[config.mk]
export PLATFORM = sky130hd
export DESIGN_NAME = rf_writeback_arbiter
export DESIGN_NICKNAME = d
export VERILOG_FILES = /design/src/rtl/rf_writeback_arbiter.sv
export SDC_FILE = /design/constraint.sdc
export NUM_CORES = 1
export LEC_CHECK = 0
export BUFFER_PORTS_ARGS = -buffer_cell sky130_fd_sc_hd__buf_2
export CAP_MARGIN = 10
export CORE_ASPECT_RATIO = 2
export CORE_MARGIN = 4
export CORE_UTILIZATION = 39
export DETAILED_ROUTE_END_ITERATION = 8
export GPL_ROUTABILITY_DRIVEN = 0
export GPL_TIMING_DRIVEN = 0
export SYNTH_ARGS = -nofsm -noshare
export SYNTH_HDL_FRONTEND = slang
export SYNTH_SLANG_ARGS = --single-unit
[constraint.sdc]
create_clock -name clk -period 9.1 [get_ports clk]
set_input_delay 0 -clock clk [delete_from_list [all_inputs] [get_ports clk]]
set_output_delay 0 -clock clk [all_outputs]
set_load 0.1 [all_outputs]
[src/rtl/rf_writeback_arbiter.sv]
// -----------------------------------------------------------------------------
// rf_writeback_arbiter
//
// Write-port controller for the 32x32 register file. It arbitrates the single
// write port between the single-cycle ALU result path and the long-latency
// LSU. It also keeps a per-register scoreboard of destinations that still
// have an LSU write outstanding, and holds issue on RAW/WAW hazards against
// those destinations.
//
// Parameters
//   DATA_W  write-back data width
//   REG_AW  register address width (2**REG_AW registers)
//   FAIR    1 = round-robin between ALU and LSU, 0 = ALU always wins
//
// Ports
//   clk, rst                      clock, asynchronous active-high reset
//   alu_valid/alu_reg/alu_data    ALU write-back request
//   alu_ready                     ALU request accepted this cycle (comb)
//   lsu_valid/lsu_reg/lsu_data    LSU write-back request
//   lsu_ready                     LSU request accepted this cycle (comb)
//   issue_valid/issue_long        instruction at issue, long = LSU write-back
//   issue_dst/issue_src_a/_b      register operands of the issuing instruction
//   issue_stall                   hold issue this cycle (comb)
//   wb_en/wb_reg/wb_data          registered register-file write port
//   pending_count                 number of busy scoreboard entries
// -----------------------------------------------------------------------------
module rf_writeback_arbiter #(
   parameter int DATA_W = 32,
   parameter int REG_AW = 5,
   parameter int FAIR   = 1
) (
   input  logic              clk,
   input  logic              rst,
   input  logic              alu_valid,
   input  logic [REG_AW-1:0] alu_reg,
   input  logic [DATA_W-1:0] alu_data,
   output logic              alu_ready,
   input  logic              lsu_valid,
   input  logic [REG_AW-1:0] lsu_reg,
   input  logic [DATA_W-1:0] lsu_data,
   output logic              lsu_ready,
   input  logic              issue_valid,
   input  logic              issue_long,
   input  logic [REG_AW-1:0] issue_dst,
   input  logic [REG_AW-1:0] issue_src_a,
   input  logic [REG_AW-1:0] issue_src_b,
   output logic              issue_stall,
   output logic              wb_en,
   output logic [REG_AW-1:0] wb_reg,
   output logic [DATA_W-1:0] wb_data,
   output logic [REG_AW:0]   pending_count
);

   localparam int NREG = 1 << REG_AW;

   typedef enum logic {
      GNT_ALU = 1'b0,
      GNT_LSU = 1'b1
   } grant_e;

   grant_e              last_grant_q, last_grant_d;
   logic                alu_gnt, lsu_gnt, xfer;
   logic [REG_AW-1:0]   sel_reg;
   logic [DATA_W-1:0]   sel_data;

   logic                wb_en_q, wb_en_d;
   logic [REG_AW-1:0]   wb_reg_q, wb_reg_d;
   logic [DATA_W-1:0]   wb_data_q, wb_data_d;

   logic [NREG-1:0]     busy_q, busy_d;
   logic [REG_AW:0]     count_q, count_d;
   logic                issue_accept;

   // Population count of the scoreboard; entry 0 is always clear, so the
   // result never exceeds NREG-1 and fits in REG_AW+1 bits.
   function automatic logic [REG_AW:0] popcount(input logic [NREG-1:0] v);
      logic [REG_AW:0] cnt;
      cnt = '0;
      for (int i = 0; i < NREG; i++) begin
         cnt = cnt + {{REG_AW{1'b0}}, v[i]};
      end
      return cnt;
   endfunction

   // Grant decision. Contention is resolved by FAIR: round-robin hands the
   // port to whichever side did not win the last transfer.
   always_comb begin
      alu_gnt = 1'b0;
      lsu_gnt = 1'b0;
      if (alu_valid && lsu_valid) begin
         if (FAIR != 0) begin
            alu_gnt = (last_grant_q == GNT_LSU);
         end else begin
            alu_gnt = 1'b1;
         end
         lsu_gnt = !alu_gnt;
      end else begin
         alu_gnt = alu_valid;
         lsu_gnt = lsu_valid;
      end
   end

   assign alu_ready = alu_gnt;
   assign lsu_ready = lsu_gnt;
   assign xfer      = alu_gnt || lsu_gnt;
   assign sel_reg   = lsu_gnt ? lsu_reg  : alu_reg;
   assign sel_data  = lsu_gnt ? lsu_data : alu_data;

   // Round-robin state only moves when something is actually transferred.
   always_comb begin
      last_grant_d = last_grant_q;
      if (alu_gnt) begin
         last_grant_d = GNT_ALU;
      end else if (lsu_gnt) begin
         last_grant_d = GNT_LSU;
      end
   end

   // Output register next state. Writes to $zero are accepted but never
   // enable the register file; reg/data hold their value when idle.
   always_comb begin
      wb_en_d   = xfer && (sel_reg != '0);
      wb_reg_d  = wb_reg_q;
      wb_data_d = wb_data_q;
      if (xfer) begin
         wb_reg_d  = sel_reg;
         wb_data_d = sel_data;
      end
   end

   // Hazard check looks only at registered busy state: an LSU write landing
   // this cycle releases the stall one cycle later, there is no bypass.
   assign issue_stall = issue_valid &&
                        (busy_q[issue_src_a] || busy_q[issue_src_b] ||
                         (issue_long && busy_q[issue_dst]));

   assign issue_accept = issue_valid && issue_long && !issue_stall &&
                         (issue_dst != '0);

   // Scoreboard next state: clear on LSU completion, then set on a new
   // long-latency issue so that a same-cycle set on the same entry wins.
   always_comb begin
      busy_d = busy_q;
      if (lsu_gnt) begin
         busy_d[lsu_reg] = 1'b0;
      end
      if (issue_accept) begin
         busy_d[issue_dst] = 1'b1;
      end
      busy_d[0] = 1'b0;
   end

   assign count_d = popcount(busy_d);

   always_ff @(posedge clk or posedge rst) begin
      if (rst) begin
         last_grant_q <= GNT_LSU;
         wb_en_q      <= 1'b0;
         wb_reg_q     <= '0;
         wb_data_q    <= '0;
         busy_q       <= '0;
         count_q      <= '0;
      end else begin
         last_grant_q <= last_grant_d;
         wb_en_q      <= wb_en_d;
         wb_reg_q     <= wb_reg_d;
         wb_data_q    <= wb_data_d;
         busy_q       <= busy_d;
         count_q      <= count_d;
      end
   end

   assign wb_en         = wb_en_q;
   assign wb_reg        = wb_reg_q;
   assign wb_data       = wb_data_q;
   assign pending_count = count_q;

endmodule

### After elaboration in Yosys (flattened, before gate mapping)

Index checks and enable logic that the tools add are counted.

| storage, ports and cells | value |
|---|---|
| register bits after elaboration | 76 |
| bits of input ports | 95 |
| output and inout bits | 47 |

| operators by class | value |
|---|---|
| reductions and logical operators | 17 |
| multiplexer cells | 19 |
| $add $sub $neg | 30 |
| magnitude comparators | 6 |
| bitwise logic cells | 3 |

Operators with widths:

| operator | count |
|---|---|
| $add A6 B1 Y6 | 25 |
| $mux W32 | 3 |
| $and A32 B32 Y32 | 1 |
| $not A32 Y32 | 1 |
| $or A32 B32 Y32 | 1 |
| $lt A5 B6 Y1 const B | 4 |
| $bmux W1 S5 | 3 |
| $demux W1 S5 | 2 |
| $ge A5 B1 Y1 const B | 2 |
| $mux W1 | 10 |
| $reduce_bool A5 Y1 | 2 |
| $logic_and A1 B1 Y1 | 9 |
| $add A5 B1 Y6 | 1 |
| $add A4 B1 Y5 | 1 |
| $mux W5 | 1 |
| $add A3 B1 Y4 | 1 |
| $add A2 B1 Y3 | 1 |
| $logic_or A1 B1 Y1 | 3 |
| $add A1 B1 Y2 | 1 |
| $logic_not A1 Y1 | 2 |
| $reduce_bool A2 Y1 | 1 |

### Depth between registers and ports, before layout

Gate-level depths: netlist of the first run.

| logic depth | value |
|---|---|
| word-level depth | 39 |
| gate-level depth with buffers | 25 |

### Worst setup path before layout of the first run

No wires, ideal clock.

| timing | value |
|---|---|
| path type | flip-flop to flip-flop |
| from | reg busy_q[13] |
| to | reg count_q[4], in the netlist pending_count[4] |
| cell stages (with the launch flop) | 21 |
| path slack | 2,734 ps |
| arrival time | 6,286 ps |
| library setup time | 80 ps |
| cell sequence | dfrtp_1 -> mux4_2 -> nor2b_1 -> a211o_1 -> o2111ai_1 -> nand2_2 -> buf_6 -> o41ai_1 -> fa_1 -> inv_1 -> fa_1 -> fa_1 -> inv_1 -> fa_1 -> fa_1 -> fa_1 -> fa_1 -> fa_1 -> a21o_1 -> a21oi_1 -> xnor2_1 |

| between the ends | value |
|---|---|
| elaborated cells between the ends (all ways) | 47 |

RTL lines:

| element | line | text |
|---|---|---|
| start, declared | 70 | `logic [NREG-1:0] busy_q, busy_d;` |
| start signal, assigned | 168 | `busy_q <= busy_d;` |
| $bmux W1 S5 (on tied branches) | 134, 135 |  |
| $mux W1 (on tied branches) | 134, 135 |  |
| $logic_or A1 B1 Y1 or $logic_and A1 B1 Y1 (tied branches) | 134, 135 |  |
| $logic_or A1 B1 Y1 (*) | 134 | `(busy_q[issue_src_a] \|\| busy_q[issue_src_b] \|\|` |
| $logic_and A1 B1 Y1 (*) | 133 | `assign issue_stall = issue_valid &&` |
| $logic_not A1 Y1 (*) | 137 | `assign issue_accept = issue_valid && issue_long && !issue_stall &&` |
| $logic_and A1 B1 Y1 (*) (2 in a row) | 137 |  |
| $mux W32 (*) | 147 | `if (issue_accept) begin` |
| named net busy_d[10] | 70 |  |
| $add A6 B1 Y6 (*) (22 in a row) | 80 | `cnt = cnt + {{REG_AW{1'b0}}, v[i]};` |
| named net count_d[4] | 71 | `logic [REG_AW:0] count_q, count_d;` |
| end signal, assigned | 169 | `count_q <= count_d;` |
| end, declared | 71 |  |

The timed path passes the listed nets; every way through them passes the cells marked *. The select of a mux whose other input is x is not followed.
A chain may end at the register's enable or synchronous reset.

### Final worst setup path of the first run

| timing | value |
|---|---|
| from | reg busy_q[16] |
| to | reg count_q[4], in the netlist pending_count[4] |

The elaborated chain is that of the path after synthesis.

==> impl_metrics.py, run 1 <==
metrics = {
    "outcome": {
        "outcome": "finished clean",
    },
    "final_layout": {
        "nNetsFinal": 889,
        "largest_reg_flops": 32,
        "finalNonFillerCells": 958,
        "area_growth_pct": 35.0,
        "finish.utilization": 0.536,
        "layout-drive-gt1-share": 0.297,
        "fillers": 1237,
    },
    "run": {
        "max_cap_violations": 0,
    },
    "timing": {
        "setup_violations": 0,
        "slew_violations": 0,
        "finClkSkew_ps": 4.91,
        "tightest_slew_ps": 733,
        "post-route-period-util": 0.781,
        "period_needed_ps": 7100,
        "hold_violations": 0,
        "relSlewSlack": 0.510,
        "setup_tns_ps": 0,
        "rsz0062_at_grt": "false",
        "fmax_ghz": 0.141,
    },
    "placement": {
        "place_hpwl_mm": 15.0,
        "dp.cells": 870,
        "numPortBuffers": 129,
    },
    "cts": {
        "hold_buffers": 72,
        "cts.sink_count": 76,
        "cts_buffers": 9,
        "cts_tree": "yes",
        "clkSlewWorstSetupHoldPaths_ps": 60,
        "insertion_delay_ps": 330,
        "cts.repair.resized": 0,
        "post-cts-setup-buffers": 0,
        "htreeDepth": 3,
        "clock_path_buffers": 2,
        "root_buffer": "clkbuf_16",
    },
    "route": {
        "detail_route.vias_per_cell": 5.68,
        "drtAntennaViolNets": 0,
        "vias": 5440,
        "dr.pass1.iters": 5,
        "routedWlPerCell_um": 20.2,
        "wl_mm": 19.4,
        "drtIter0Drc": 210,
        "drc_errors": 0,
    },
    "power": {
        "leakagePower_nw": 3.34,
        "irDropWorstVdd_mv": 0.143,
        "pwr_density_cell_nw_per_um2": 244,
    },
    "floorplan": {
        "start_util": 0.397,
        "fp.dieArea_um2": 16300,
        "core-area_um2": 14000,
        "ioPinCount": 142,
        "die_w_um": 92.4,
        "fp-row-count": 61,
        "die_h_um": 177,
    },
    "yosys": {
        "synth_fp_nets": 676,
        "synth_edf_count": 0,
        "ys_seq_elements": 76,
        "ys.flop_type": "dfrtp_1",
        "yosysMostFrequentCell": "nor2_1",
        "synth_top_area_cell": "dfrtp_1",
        "synth.area.top_cells": "dfrtp_1, mux2_2, fa_1",
        "syn_area_um2": 5550,
        "yosysSeqAreaShare": 0.343,
        "async_reset_ff_frac": 1.00,
        "ys_top_cells_by_count": "nor2_1, dfrtp_1, mux2_2",
        "syn_inst": 551,
        "postSynthAreaPerCell_um2": 10.1,
        "yosysUniqueCellTypes": 54,
        "yosysWarnings": 0,
        "synth.top_cell.area_share": 0.338,
    },
    "setup_path": {
        "cp-endpoint": "pending_count[4]",
        "cp-start-kind": "register",
        "crit_slowest_cell": "o41ai_1",
        "crit_path_frequent_cell": "fa_1",
        "path_class": "reg -> reg",
        "slowest_delay_ps": 580,
        "worstPathArrival_ps": 7350,
        "crit_chain": "mux4_2 -> mux2i_1 -> nand3b_1 -> o2111ai_1 -> nand2_2 -> buf_6 -> o41ai_1 -> fa_1 -> inv_1 -> fa_1 -> fa_1 -> inv_1 -> fa_1 -> fa_1 -> fa_1 -> fa_1 -> fa_1 -> a21o_1 -> a21oi_1 -> xnor2_1",
        "r2r_setup_slack_ps": 2000,
        "cp-end-kind": "register",
        "crit_fanout": 10,
        "regToRegStartpoint": "busy_q[16]",
        "r2r-end": "pending_count[4]",
        "cp-startpoint": "busy_q[16]",
        "cp_data_required_time_ps": 9350,
        "rr_worst_depth": 20,
    },
    "grt": {
        "globalRoute.totalOverflow": 0,
        "grt_pass1_wl_mm": 30.8,
        "grt_max_degree": 62,
        "grt_pass1_vias": 5968,
        "grt_usage": 0.243,
        "antenna_found_initial": 0,
    },
    "hold_path": {
        "hold_class": "in -> reg",
    },
}
## kinds of logic (layout without fill, tap and decap cells)
family,Yosys count,after routing,share of synthesized area
DFF,76,76,0.343
adders and majority gates,30,30,0.0987
and+or+nand+nor,149,149,0.120
muxes,71,71,0.175
other,0,1,0
AOI/OAI and AO/OA,145,145,0.192
buffers and inverters,77,294,0.0665
xor gates and xnor gates,3,3,0.00473
## worst max-delay path, delay by kind of cell, from the launching register on
family | cells | cell delay (ps)
multiplexers | 2 | 840
AND/OR/NAND/NOR | 2 | 340
XOR/XNOR | 1 | 150
flip-flops | 1 | 430
buffers and inverters | 3 | 340
adder cells (fa/ha/maj) | 8 | 3820
AO/OA/AOI/OAI | 4 | 1110
## final cells by class
cell class / count / area [µm²] / area share
antenna: 1 / 2.50 / 0.000334
buffer: 48 / 260 / 0.0347
clock buffer: 10 / 229 / 0.0306
clock inverter: 5 / 77.6 / 0.0104
inverter: 29 / 111 / 0.0149
multi-input combinational: 398 / 3280 / 0.438
sequential: 76 / 1900 / 0.254
tap: 189 / 236 / 0.0316
timing repair buffer: 202 / 1390 / 0.186
## metrics by stage
step           hold WS, ps  setup slack [ps]  power, W  area [µm²]
4_1_cts               88.6              1960   0.00185        7490
3_3_place_gp           230              2010   0.00139        6430
2_1_floorplan          144              2730   0.00117        5550
3_5_place_dp         -47.0              1980   0.00142        6460
5_1_grt                115              1700   0.00196        7490
6_report               100              2000   0.00183        7490
## per-layer routing
layer	vias to the layer above	track usage	wire length, µm
li1	2477	-	-
met2	246	0.464	10900
met1	2639	0.229	6160
met5	-	0	0
met3	78	0.0451	1140
met4	0	0.156	1200
## power by group
part / internal [W] / switching [W]
combinational: 0.000361 / 0.000649
sequential: 0.000399 / 0.0000386
clock: 0.000238 / 0.000140
## cell usage in the layout, fill, tap and decap left out, types with 4 or more instances in the layout
master / n
mux4_2: 11
dfrtp_1: 75
mux2_2: 47
o41a_1: 12
nand3_1: 11
clkbuf_1: 26
buf_1: 4
o31a_1: 8
ha_1: 7
nand3b_1: 6
clkbuf_16: 9
buf_6: 9
o22ai_1: 38
fa_1: 23
inv_1: 27
nor2_1: 82
o41ai_1: 21
mux4_1: 4
mux2i_1: 9
nor3b_1: 4
dlygate4sd3_1: 72
a21oi_1: 4
o31ai_1: 8
buf_2: 138
nand2_1: 26
o21ai_0: 33
nor2b_1: 5
## how the worst min path moves through the flow
stage                            end  slack [ps]  cells after the start         from
after detailed placement  wb_data[8]         -50                      2          rst
after CTS                  wb_reg[4]          90                      3   lsu_reg[4]
after global placement    wb_data[7]         230                      3  lsu_data[7]
after floorplan           wb_data[0]         140                      2  lsu_data[0]
final                      wb_reg[3]         100                      3   lsu_reg[3]
after global routing       wb_reg[4]         110                      3   lsu_reg[4]
No activity file was read; power rests on OpenSTA's default activity.
==> run 2, diff against run 1 <==
clock period = 7.25 ns   (was 9.1 ns; I/O delays follow)
==> run 2 against run 1 <==
Sequential cell count stayed put; die area stayed put; global-route usage stayed put; largest cell class unchanged.
==> impl_metrics.py, run 2 (same netlist as run 1, synthesis figures left out) <==
metrics = {
    "outcome": {
        "outcome": "finished clean",
    },
    "timing": {
        "layout_setup_ws_ps": 343,
        "setup_tns_ps": 0,
        "period_needed_ps": 6910,
        "finClkSkew_ps": 5.52,
        "slew_violations": 0,
        "setup_violations": 0,
        "relSlewSlack": 0.509,
        "timing.hold.ws_ps": 104,
        "rsz0062_at_grt": "false",
        "hold_violations": 0,
        "tightest_slew_ps": 735,
        "post-route-period-util": 0.953,
        "fmax_ghz": 0.145,
    },
    "grt": {
        "grt_usage": 0.243,
        "grt_pass1_wl_mm": 30.8,
        "grt_pass1_vias": 5968,
        "grt_max_degree": 62,
        "globalRoute.totalOverflow": 0,
        "antenna_found_initial": 0,
    },
    "route": {
        "drtAntennaViolNets": 0,
        "detail_route.vias_per_cell": 5.68,
        "drtIter0Drc": 259,
        "dr.pass1.iters": 5,
        "wl_mm": 19.3,
        "vias": 5437,
        "drc_errors": 0,
        "routedWlPerCell_um": 20.2,
    },
    "setup_path": {
        "crit_fanout": 10,
        "cp_data_required_time_ps": 7500,
        "worstPathArrival_ps": 7150,
        "cp-start-kind": "register",
        "path_class": "reg -> reg",
        "cp-end-kind": "register",
    },
    "floorplan": {
        "die_h_um": 177,
        "ioPinCount": 142,
        "die_w_um": 92.4,
        "start_util": 0.397,
        "fp-row-count": 61,
        "core-area_um2": 14000,
        "fp.dieArea_um2": 16300,
    },
    "final_layout": {
        "area_growth_pct": 35.5,
        "layout-drive-gt1-share": 0.301,
        "final_common_cell": "buf_2",
        "final_cell_mix": "buf_2, nor2_1, dfrtp_1",
        "nNetsFinal": 889,
        "antenna_cells": 0,
        "largest_reg_flops": 32,
    },
    "cts": {
        "clkSlewWorstSetupHoldPaths_ps": 60,
        "clock_path_buffers": 2,
        "root_buffer": "clkbuf_16",
        "cts.sink_count": 76,
        "htreeDepth": 3,
        "cts_tree": "yes",
        "post-cts-setup-buffers": 0,
        "insertion_delay_ps": 330,
        "cts_buffers": 9,
    },
    "power": {
        "irDropWorstVdd_mv": 0.180,
        "pwr_density_cell_nw_per_um2": 304,
        "finalPower_w": 0.00229,
        "leakagePower_nw": 3.36,
    },
    "run": {
        "max_cap_violations": 0,
    },
    "placement": {
        "place_ws_ps": 130,
        "numPortBuffers": 129,
        "place_hpwl_mm": 15.0,
    },
    "hold_path": {
        "hold_class": "in -> reg",
    },
}
## run 2: cell count changes in the layout (fill, tap and decap cells not counted)
cell	previous run	this run
diode_2	1	0
nor3_2	0	1
o41ai_2	2	3
nor3_1	3	2
o41ai_1	21	19
o41ai_4	0	1
## run 2: power by group
group | total, W | internal, W | leakage, nW | switching (W)
sequential | 0.000549 | 0.000501 | 0.941 | 0.0000480
clock | 0.000473 | 0.000298 | 0.148 | 0.000174
combinational | 0.00127 | 0.000454 | 2.27 | 0.000814
## run 2: final cells by class
class	count	area (µm²)
plain buffers	48	260
clock buffers	10	229
fillers	1232	6450
multi-input cells	398	3310
flip-flops and latches	76	1900
repair buffers	202	1390
clock inverters	5	77.6
well taps	189	236
inverters	29	111
## run 2: per-layer routing
metal / vias to the layer above / track usage / wire length, µm
met5: - / 0 / 0
met4: 0 / 0.156 / 1210
met3: 82 / 0.0451 / 1260
met2: 281 / 0.464 / 10900
met1: 2596 / 0.229 / 5990
li1: 2478 / - / -
## run 2: final timing paths
| path | start | end | slack, ps | depth (start not counted) |
|---|---|---|---|---|
| min in group asynchronous | rst | wb_data[8] | 150 | 3 |
| worst min-delay path | lsu_reg[4] | wb_reg[4] | 100 | 3 |
| worst max-delay path | busy_q[16] | pending_count[4] | 340 | 21 |
| max in group asynchronous | rst | last_grant_q | 6480 | 4 |
| worst min register to register | last_grant_q | last_grant_q | 540 | 1 |
| worst max register to register | busy_q[16] | pending_count[4] | 340 | 21 |
## run 2: worst max-delay path, cell delays in order, from the launching register on
cell and delay, ps:
dfrtp_1 420, mux4_2 470, mux2i_1 350, nand3b_1 140, o2111ai_1 160, nand2_2 200
buf_6 200, o41a_1 430, fa_1 520, inv_1 50, fa_1 480, inv_1 60
fa_1 470, inv_1 50, fa_1 480, fa_1 560, fa_1 430, fa_1 420
fa_1 420, a21o_1 190, a21oi_1 170, xnor2_1 150
## run 2: timing repair
action,CTS,global route
hold buffers,72,0
gates resized for setup,0,4
hold endpoints to repair,113,0
endpoints found under the setup margin,0,1
## run 2: stage by stage
step,instance area [µm²],util,std cells
2_1_floorplan,5550,-,551
3_3_place_gp,6430,0.461,869
3_5_place_dp,6460,0.463,870
4_1_cts,7490,0.536,957
5_1_grt,7520,0.538,957
6_report,7520,0.538,957
==> run 3, diff against run 2 <==
clock period = 6.1 ns   (was 7.25 ns; I/O delays follow)
==> run 3 against run 2 <==
The run now ends with negative setup slack left; combinational power is 29% higher; clock power rose by 31%; first-iteration DRC count increased by 9.7%; die area stayed put; wire length rose by 2.2%; core utilization is 1.4 points higher; critical path depth unchanged; register-to-register slack worse by 780 ps; sequential power increased by 19%; sequential cell count unchanged; critical path type unchanged; largest cell class unchanged.
==> impl_metrics.py, run 3 (same netlist as run 1, synthesis figures left out) <==
metrics = {
    "setup_path": {
        "rr_worst_depth": 21,
        "slowest_delay_ps": 530,
        "path_class": "reg -> reg",
        "cp_data_required_time_ps": 6360,
        "crit_path_frequent_cell": "fa_1",
        "cp-end-kind": "register",
        "crit_fanout": 5,
        "r2r_setup_slack_ps": -440,
        "worstPathArrival_ps": 6800,
        "r2r-end": "pending_count[4]",
        "crit_chain": "mux4_2 -> mux2i_4 -> nor3b_2 -> nor3_2 -> nand2_2 -> buf_6 -> o41a_1 -> fa_1 -> inv_1 -> fa_1 -> inv_1 -> fa_1 -> inv_2 -> fa_2 -> fa_1 -> fa_1 -> fa_2 -> fa_2 -> a21o_1 -> a21oi_2 -> xnor2_1",
        "regToRegStartpoint": "busy_q[23]",
        "cp-start-kind": "register",
        "crit_slowest_cell": "fa_2",
    },
    "final_layout": {
        "multiInputGateArea_um2": 3360,
        "largest_reg_flops": 32,
        "nNetsFinal": 901,
        "seqCellArea_um2": 1910,
        "final_common_cell": "buf_2",
        "final_cell_mix": "buf_2, nor2_1, dfrtp_1",
        "area_growth_pct": 39.0,
        "fillers": 1219,
        "layout-drive-gt1-share": 0.335,
    },
    "timing": {
        "fmax_ghz": 0.153,
        "slew_violations": 0,
        "setup_violations": 5,
        "post-route-period-util": 1.07,
        "hold_violations": 0,
        "rsz0062_at_grt": "true",
        "relSlewSlack": 0.526,
        "tightest_slew_ps": 712,
        "period_needed_ps": 6540,
        "setup_tns_ps": -1510,
        "finClkSkew_ps": 7.68,
        "layout_setup_ws_ps": -441,
    },
    "grt": {
        "grt_usage": 0.250,
        "grt_pass1_wl_mm": 31.9,
        "busiest_layer": "met2",
        "met3_usage": 0.0489,
        "grt_pass1_vias": 6081,
        "grt_util_met2": 0.467,
        "antenna_found_initial": 1,
        "grtUsageMet1": 0.250,
        "grt_max_degree": 57,
        "globalRoute.totalOverflow": 0,
    },
    "cts": {
        "clock_path_buffers": 2,
        "cts_buffers": 9,
        "cts_tree": "yes",
        "root_buffer": "clkbuf_16",
        "cts.sink_count": 76,
        "insertion_delay_ps": 340,
        "clkSlewWorstSetupHoldPaths_ps": 60,
        "htreeDepth": 3,
    },
    "route": {
        "vias": 5547,
        "drtIter0Drc": 284,
        "wl_mm": 19.7,
        "drc_errors": 0,
        "dr.pass1.iters": 5,
        "drtAntennaViolNets": 0,
        "detail_route.vias_per_cell": 5.72,
        "routedWlPerCell_um": 20.4,
    },
    "placement": {
        "place_ws_ps": -686,
        "place_hpwl_mm": 15.0,
        "numPortBuffers": 129,
    },
    "power": {
        "p_comb_frac": 0.563,
        "power_frac_seq": 0.224,
        "leakagePower_nw": 3.41,
        "pwr_density_cell_nw_per_um2": 379,
        "power.internal_w": 0.00163,
        "swShare": 0.441,
        "irDropWorstVdd_mv": 0.253,
        "power.share.clock": 0.212,
        "switching_power_w": 0.00129,
    },
    "outcome": {
        "violations": "negative setup slack",
        "outcome": "complete, but fails checks",
    },
    "hold_path": {
        "hold_class": "in -> reg",
        "min_from": "alu_reg[0]",
        "hold_depth": 4,
        "hold_end": "wb_en",
    },
    "run": {
        "max_cap_violations": 0,
    },
    "floorplan": {
        "fp.dieArea_um2": 16300,
        "core-area_um2": 14000,
        "die_h_um": 177,
        "fp-row-count": 61,
        "start_util": 0.397,
        "ioPinCount": 142,
        "die_w_um": 92.4,
    },
}
run 3: cell types whose count changed in the layout (fill, tap and decap cells not counted), moves of 3 or more:
cell,change
buf_4,+11
inv_1,-4
inv_2,+4
mux4_1,-4
mux4_2,+4
buf_6,+3
fa_1,-3
fa_2,+3
run 3: critical path: cells and delay by family, from the launching register on:
family | cells | cell delay [ps]
buffers and inverters | 4 | 340
AO/OA/AOI/OAI | 3 | 690
XOR/XNOR | 1 | 130
AND/OR/NAND/NOR | 3 | 530
adder cells (fa/ha/maj) | 8 | 3640
flip-flops | 1 | 410
multiplexers | 2 | 690
run 3: worst max path at each step:
stage,startpoint,end,slack (ps)
2_1_floorplan,busy_q[30],pending_count[4],-60
3_3_place_gp,busy_q[23],pending_count[4],-590
3_5_place_dp,busy_q[23],pending_count[4],-690
4_1_cts,busy_q[10],pending_count[4],-510
5_1_grt,busy_q[23],pending_count[4],-630
6_report,busy_q[23],pending_count[4],-440
run 3: layout make-up:
class,instances,share of cell area
inverters,29,0.0144
flip-flops and latches,76,0.247
plain buffers,46,0.0324
repair buffers,216,0.196
well taps,189,0.0307
multi-input cells,398,0.435
clock buffers,11,0.0315
diodes,1,0.000324
clock inverters,4,0.0127
run 3: metrics by stage:
| step | utilization | hold WS, ps | std cells | instance area [µm²] | power, W |
|---|---|---|---|---|---|
| floorplan | - | 144 | 551 | 5600 | 0.00177 |
| global placement | 0.464 | 231 | 869 | 6480 | 0.00209 |
| detailed placement | 0.466 | -16.3 | 870 | 6510 | 0.00215 |
| CTS | 0.547 | 81.4 | 963 | 7640 | 0.00291 |
| global route | 0.552 | 112 | 970 | 7710 | 0.00312 |
| finish | 0.552 | 88.4 | 970 | 7710 | 0.00292 |
run 3: power groups by stage:
stage / registers [W] / logic (W) / clock network [W]
after global placement: 0.000656 / 0.00143 / 0
final: 0.000655 / 0.00164 / 0.000620
after floorplan: 0.000978 / 0.000790 / 0
after detailed placement: 0.000660 / 0.00149 / 0
after global routing: 0.000662 / 0.00181 / 0.000651
after CTS: 0.000653 / 0.00162 / 0.000633
run 3: repair_timing:
item                                   in CTS  in global routing
setup endpoints to repair                   6                  6
setup buffers                               7                  6
endpoints found under the hold margin     113                  0
hold buffers                               72                  0
pin swaps                                  18                  8
cloned                                      1                  0
resized for setup                          13                  9
run 3: metal layers:
layer | vias to the layer above | wire, µm
met5 | - | 0
met4 | 0 | 1220
met3 | 83 | 1130
met2 | 260 | 11000
met1 | 2717 | 6440
li1 | 2487 | -
